[src/rtl/cpu_pkg.sv]
// cpu_pkg: memory-path control encodings and store-merge FSM states
package cpu_pkg;
  localparam logic [1:0] MEMOW_WORD = 2'd0;
  localparam logic [1:0] MEMOW_BYTE = 2'd1;
  localparam logic [1:0] MEMOW_HALF = 2'd2;
  localparam logic [1:0] ADJSZ_WORD = 2'd0;
  localparam logic [1:0] ADJSZ_BYTE = 2'd1;
  localparam logic [1:0] ADJSZ_HALF = 2'd2;
  localparam logic [1:0] S_IDLE  = 2'd0;
  localparam logic [1:0] S_READ  = 2'd1;
  localparam logic [1:0] S_WRITE = 2'd2;
  localparam logic [1:0] S_DONE  = 2'd3;
endpackage

[src/rtl/store_merge_unit_lane_merge.sv]
// lane_merge: replaces the byte/half lane of a word selected by offset; word/reserved pass new data
module lane_merge
  import cpu_pkg::*;
(
  input  logic [31:0] old_i,
  input  logic [31:0] data_i,
  input  logic [1:0]  ctrl_i,
  input  logic [1:0]  ofs_i,
  output logic [31:0] merged_o
);
  always_comb begin
    merged_o = old_i;
    if (ctrl_i == MEMOW_BYTE) merged_o[{ofs_i, 3'b000} +: 8] = data_i[7:0];
    else if (ctrl_i == MEMOW_HALF) merged_o[{ofs_i[1], 4'b0000} +: 16] = data_i[15:0];
    else merged_o = data_i;
  end
endmodule

[src/rtl/store_merge_unit.sv]
// store_merge_unit: word stores go straight to memory, byte/half stores do read-modify-write
module store_merge_unit
  import cpu_pkg::*;
#(
  parameter int READ_LAT = 2,
  parameter int ADDR_W   = 32
) (
  input  logic              clk,
  input  logic              rst,
  input  logic              start,
  input  logic [ADDR_W-1:0] addr,
  input  logic [31:0]       wdata,
  input  logic [1:0]        memow_ctrl,
  input  logic [31:0]       mem_rdata,
  output logic [ADDR_W-1:0] mem_addr,
  output logic [31:0]       mem_wdata,
  output logic              mem_we,
  output logic              busy,
  output logic              done
);
  logic [1:0]        state_q, state_d, ctrl_q;
  logic [ADDR_W-1:0] addr_q;
  logic [31:0]       data_q, old_q, hold_q, merged;
  logic [3:0]        lat_cnt_q;
  logic              last, is_sub;
  assign last   = lat_cnt_q == 4'(READ_LAT - 1);
  assign is_sub = memow_ctrl == MEMOW_BYTE || memow_ctrl == MEMOW_HALF;
  always_comb begin
    state_d = state_q == S_IDLE  ? (start ? (is_sub ? S_READ : S_WRITE) : S_IDLE)
            : state_q == S_READ  ? (last ? S_WRITE : S_READ)
            : state_q == S_WRITE ? S_DONE : S_IDLE;
  end
  lane_merge u_merge (
    .old_i(old_q), .data_i(data_q), .ctrl_i(ctrl_q), .ofs_i(addr_q[1:0]), .merged_o(merged)
  );
  always_ff @(posedge clk or posedge rst) begin
    if (rst) begin
      state_q   <= S_IDLE;
      addr_q    <= '0;
      data_q    <= '0;
      ctrl_q    <= '0;
      old_q     <= '0;
      hold_q    <= '0;
      lat_cnt_q <= '0;
    end else begin
      state_q <= state_d;
      if (state_q == S_IDLE && start) begin
        addr_q <= addr;
        data_q <= wdata;
        ctrl_q <= memow_ctrl;
      end
      if (state_q == S_READ) begin
        lat_cnt_q <= last ? '0 : lat_cnt_q + 4'd1;
        if (last) old_q <= mem_rdata;
      end
      if (state_q == S_WRITE) hold_q <= merged;
    end
  end
  // merged is built only from registers, so it is stable for the whole WRITE cycle
  assign mem_we    = state_q == S_WRITE;
  assign mem_wdata = mem_we ? merged : hold_q;
  assign mem_addr  = {addr_q[ADDR_W-1:2], 2'b00};
  assign busy      = state_q != S_IDLE;
  assign done      = state_q == S_DONE;
endmodule
[config.mk]
export PLATFORM = sky130hd
export DESIGN_NAME = store_merge_unit
export DESIGN_NICKNAME = d
export VERILOG_FILES = /design/src/rtl/cpu_pkg.sv /design/src/rtl/store_merge_unit_lane_merge.sv /design/src/rtl/store_merge_unit.sv
export SDC_FILE = /design/constraint.sdc
export NUM_CORES = 1
export LEC_CHECK = 0
export BUFFER_PORTS_ARGS = -buffer_cell sky130_fd_sc_hd__clkbuf_2
export CAP_MARGIN = 20
export CORE_MARGIN = 1
export CORE_UTILIZATION = 53
export DETAILED_ROUTE_END_ITERATION = 6
export PLACE_DENSITY_LB_ADDON = 0.3
export SETUP_SLACK_MARGIN = 0.4
export SLEW_MARGIN = 40
export SYNTH_ARGS = -nofsm -noshare
export SYNTH_HDL_FRONTEND = slang
export SYNTH_SLANG_ARGS = --single-unit
[constraint.sdc]
create_clock -name clk -period 4.65 [get_ports clk]
set_clock_uncertainty 0.15 [all_clocks]
set_input_delay 0.2325 -clock clk [delete_from_list [all_inputs] [get_ports clk]]
set_output_delay 0.2325 -clock clk [all_outputs]
set_load 0.005 [all_outputs]
**Yosys cells after proc, flatten, opt, wreduce, memory -nomap -nowiden**

Cells that the tools add are included.

- Logic and storage cells: 39
- Bits of input ports: 101
- Bits in registers: 136
- Output and inout port bits: 67

- Reductions and logical operators: 5
- Multiplexer cells: 12
- Shift-type cells: 4
- Add/subtract/negate cells: 3
- Eq/ne operators: 8

Operators by type and width:

| cell | number |
|---|---|
| 32-bit two-way mux | 3 |
| 32-bit bitwise mux | 2 |
| 16-bit by 7-bit variable shift with 32-bit output, first input constant | 1 |
| 8-bit by 7-bit variable shift with 32-bit output, first input constant | 1 |
| 16-bit by 7-bit variable part select with 32-bit output | 1 |
| 8-bit by 7-bit variable part select with 32-bit output | 1 |
| 5-bit negator with 7-bit output | 2 |
| 2-bit two-way mux | 6 |
| 2-bit == test, second input constant | 4 |
| 2-bit by 1-bit == test with 1-bit output, second input constant | 3 |
| 4-bit by 1-bit adder with 4-bit output, second input constant | 1 |
| 4-bit by 1-bit == test with 1-bit output, second input constant | 1 |
| 4-bit two-way mux | 1 |
| 2-bit logical NOT | 1 |
| 2-bit AND reduction | 1 |
| 2-bit nonzero test | 1 |
| 1-bit logical AND | 1 |
| 1-bit logical OR | 1 |

**Depth between registers and ports, before layout**

- Word-level depth: 6
- Mapped depth: 9
- Mapped depth without buffers: 6

**By module**

A second synthesis with hierarchy kept.

- Cells, all modules: 496
- Area total of the unflattened synthesis: 6744.0 um^2

Modules (own cells, without submodules):

| module | seq. area each (um^2) | area an instance (um^2) | cells each | times used |
|---|---|---|---|---|
| store_merge_unit | 3403.3 | 5422.7 | 336 | 1 |
| lane_merge | 0.0 | 1321.3 | 160 | 1 |

**Least setup slack after synthesis**

No wires, ideal clock.

- Path type: reg-to-output
- Start point: register addr_q[1]
- End point: output mem_wdata[0]
- Path slack: 2125 ps
- Data arrival time: 2143 ps
- Cell stages (with the launch flop): 8
- Data required time: 4268 ps
- Path buffers: 2
- Cell sequence: dfrtp_1 > buf_2 > buf_4 > inv_1 > ha_1 > nor4b_4 > a221oi_2 > nor3_1

- Cells in the longest elaborated chain, start to end: 6
- Elaborated cells on any way between the ends: 11
- Those cells by class: 2 x add/sub; 4 x shift; 5 x mux

RTL lines:

| element | RTL line | RTL |
|---|---|---|
| from (decl) | store_merge_unit.sv:22 | `logic [ADDR_W-1:0] addr_q;` |
| from (signal assigned) | store_merge_unit.sv:48 | `addr_q <= addr;` |
| 5-bit negator with 7-bit output | store_merge_unit_lane_merge.sv:14 | `else if (ctrl_i == MEMOW_HALF) merged_o[{ofs_i[1], 4'b0000} +: 16] = data_i[15:0];` |
| 16-bit by 7-bit variable part select with 32-bit output or 16-bit by 7-bit variable shift with 32-bit output (tied branches) | store_merge_unit_lane_merge.sv:14 |  |
| 32-bit bitwise mux | store_merge_unit_lane_merge.sv:14 |  |
| 32-bit two-way mux | store_merge_unit_lane_merge.sv:14 |  |
| 32-bit two-way mux * | store_merge_unit_lane_merge.sv:13 | `if (ctrl_i == MEMOW_BYTE) merged_o[{ofs_i, 3'b000} +: 8] = data_i[7:0];` |
| 32-bit two-way mux * | - |  |
| to (decl) | store_merge_unit.sv:16 | `output logic [31:0] mem_wdata,` |

Every way passes the cells marked *; elsewhere a longest branch is shown, timed or not.

**Worst setup path in the final report**

- Start point: register state_q[0]
- End point: output mem_wdata[8]

- Cells in the longest elaborated chain, start to end: 2

RTL lines:

| element | RTL line | RTL |
|---|---|---|
| from (decl) | store_merge_unit.sv:21 | `logic [1:0] state_q, state_d, ctrl_q;` |
| from (signal assigned) | store_merge_unit.sv:46 | `state_q <= state_d;` |
| 2-bit == test | store_merge_unit.sv:60 | `assign mem_we = state_q == S_WRITE;` |
| 32-bit two-way mux | - |  |

No other way between the ends.

==> impl_metrics.toml <==
[clock_network]
postCtsSetupRepairBufs = 0
h-tree-depth = 4
cts_hold_buf = 99
cts_tree = "yes"
root_buffer = "clkbuf_16"
cts_inserted_buffers = 17
path_clk_slew_ps = 60
cts_resized = 0
cts_sinks = 136
clk_latency_ps = 410
cts.path.max_buffers = 2

[detailed_routing]
drt_wl_total_um = 18640
avgViaCountPerCell = 5.672
wl_per_cell_um = 19.92
first_pass_iters = 4
ant_nets = 0
drtIter0Drc = 383
route.detailed.drc = 0
vias = 5309

[yosys]
syn-cell-area_um2 = 6761
syn-mean-instance-area_um2 = 12.52
synth.area.top_cells = "dfrtp_1, mux2_2, a221oi_2"
synth_seq_area_share = 0.5033
synth-seq-cells = 136
synth_ff_type = "dfrtp_1"
yosysTopAreaCell = "dfrtp_1"
synth_edf_count = 0
ys_top_cells_by_count = "dfrtp_1, mux2_2, buf_4"
synth.distinct_cells = 44
async_flop_share = 1.000
netlist.area_leader.share = 0.5033
yosysWarnings = 0
yosysMostFrequentCell = "dfrtp_1"
syn_inst = 540

[setup_path]
crit_path_max_fanout = 27
worstPathArrival_ps = 3050
worstSetupPathType = "reg2out"
critPathRequiredTime_ps = 4270
cp-start-kind = "flip-flop"
crit_path_end_kind = "output port"

[pwr]
p_per_area_nw_per_um2 = 721.7
vdd_drop_max_mv = 0.4000
p_leak_nw = 4.193
p_total_mw = 6.564

[timing]
hold_viol = 0
fmaxAchievable_mhz = 291.5
finalCriticalPeriod_ps = 3431
fin_setup_tns_ps = 0
finalSetupViolCount = 0
worstMarginPinSlew_ps = 824.3
finalCritPeriodShare = 0.7378
slew_viol_final = 0
slew_headroom = 0.4480
rsz0062_at_grt = "no"

[placed_design]
dpl.hpwl_um = 11450
dpl_cell_area_um2 = 7391
port_buffers = 165
place.gp.congestion = 0.8300

[cells_and_area]
fillerInstances = 817
layout-drive-gt1-share = 0.4185
fin_util = 0.7449
final_area_um2 = 9096
fin_nets = 860
syn_to_final_growth_pct = 34.53

[floorplanning]
start_util = 0.5537
die_width_um = 115.0
fp.dieH_um = 115.0
rows = 40
dieArea_um2 = 13210
core_area_um2 = 12210
pin_count = 168

[status]
status = "complete, no violations"

[global_route]
grt_pass1_wl_um = 29680
grt_pass1_vias = 5641
antenna_found_initial = 1
grt_use_total = 0.3009
grt_max_degree = 65
overflow = 0

[flow_run]
max_cap_violations = 0

[hold_path]
hold_class = "in2reg"
[cell families after synthesis]
family / synth area share
buffers and inverters: 0.07606
DFF: 0.5033
and+or+nand+nor: 0.06033
xor gates and xnor gates: 0.005182
other: 0.0005546
AOI/OAI and AO/OA: 0.1634
adders and majority gates: 0.009252
muxes: 0.1819
[state kept, by name, summed over array words and instances (netlist names)]
| name | count |
|---|---|
| data_q | 32 |
| state_q | 2 |
| ctrl_q | 2 |
| old_q | 32 |
| lat_cnt_q | 4 |
| addr_q | 32 |
| hold_q | 32 |
[path summary, 6_finish.rpt]
check                                    endpoint  cells past startpoint  slack, ps                   start
max                                  mem_wdata[8]                      6       1220    state_q[0]$_DFF_PP0_
min                          state_q[0]$_DFF_PP0_                      3         30                   start
max reg2reg                   hold_q[8]$_DFF_PP0_                      5       1910    state_q[0]$_DFF_PP0_
min reg2reg                data_q[29]$_DFFE_PP0P_                      1        350  data_q[29]$_DFFE_PP0P_
max in group asynchronous     hold_q[4]$_DFF_PP0_                      4       3050                     rst
min in group asynchronous  addr_q[12]$_DFFE_PP0P_                      3        300                     rst
[per-stage QoR]
step                hold slack (ps)  cells  setup slack (ps)
finish                        32.46    936              1219
global route                  26.49    936              1026
CTS                           15.82    935              1256
detailed placement            281.7    804              1735
global placement              268.0    804              1815
floorplan                     199.3    541             628.0
[per-layer routing]
| metal | wire, um | global-route usage |
|---|---|---|
| met1 | 7620 | 0.3723 |
| met2 | 9404 | 0.5068 |
| met3 | 1053 | 0.06273 |
| met4 | 563 | 0.1411 |
| met5 | 0 | 0 |
[final cells by class]
cell class / count / area (um2) / share of cell area
Sequential cell: 136 / 3403 / 0.3741
Multi-Input combinational cell: 317 / 2859 / 0.3143
Timing Repair Buffer: 271 / 1869 / 0.2055
Clock buffer: 22 / 494.2 / 0.05433
Clock inverter: 10 / 211.5 / 0.02325
Tap cell: 168 / 210.2 / 0.02311
Inverter: 11 / 46.29 / 0.005089
Antenna cell: 1 / 2.502 / 0.0002751
[cells in the final DEF (no fill, tap or decap), drive strengths merged, types with 12 or more instances in the layout]
master / count
clkbuf: 187
dfrtp: 136
dlygate4sd3: 99
mux2: 95
a221oi: 32
nor2: 26
a21oi: 18
o22ai: 17
mux2i: 16
a21o: 16
nand2: 16
a211oi: 15
inv: 12
[worst max-delay path, stage by stage, from the launching register on]
cell and delay, ps:
dfrtp_1 390, nand2b_1 470, inv_2 350, nand3_1 630, nor2_1 100, a311oi_1 460
clkbuf_2 210
[where the power goes]
part	internal, mW	total [mW]	switching [mW]
Clock	1.08	1.59	0.506
Sequential	1.79	2.35	0.562
Combinational	1.25	2.63	1.38
(Power assumes the default switching activity.)
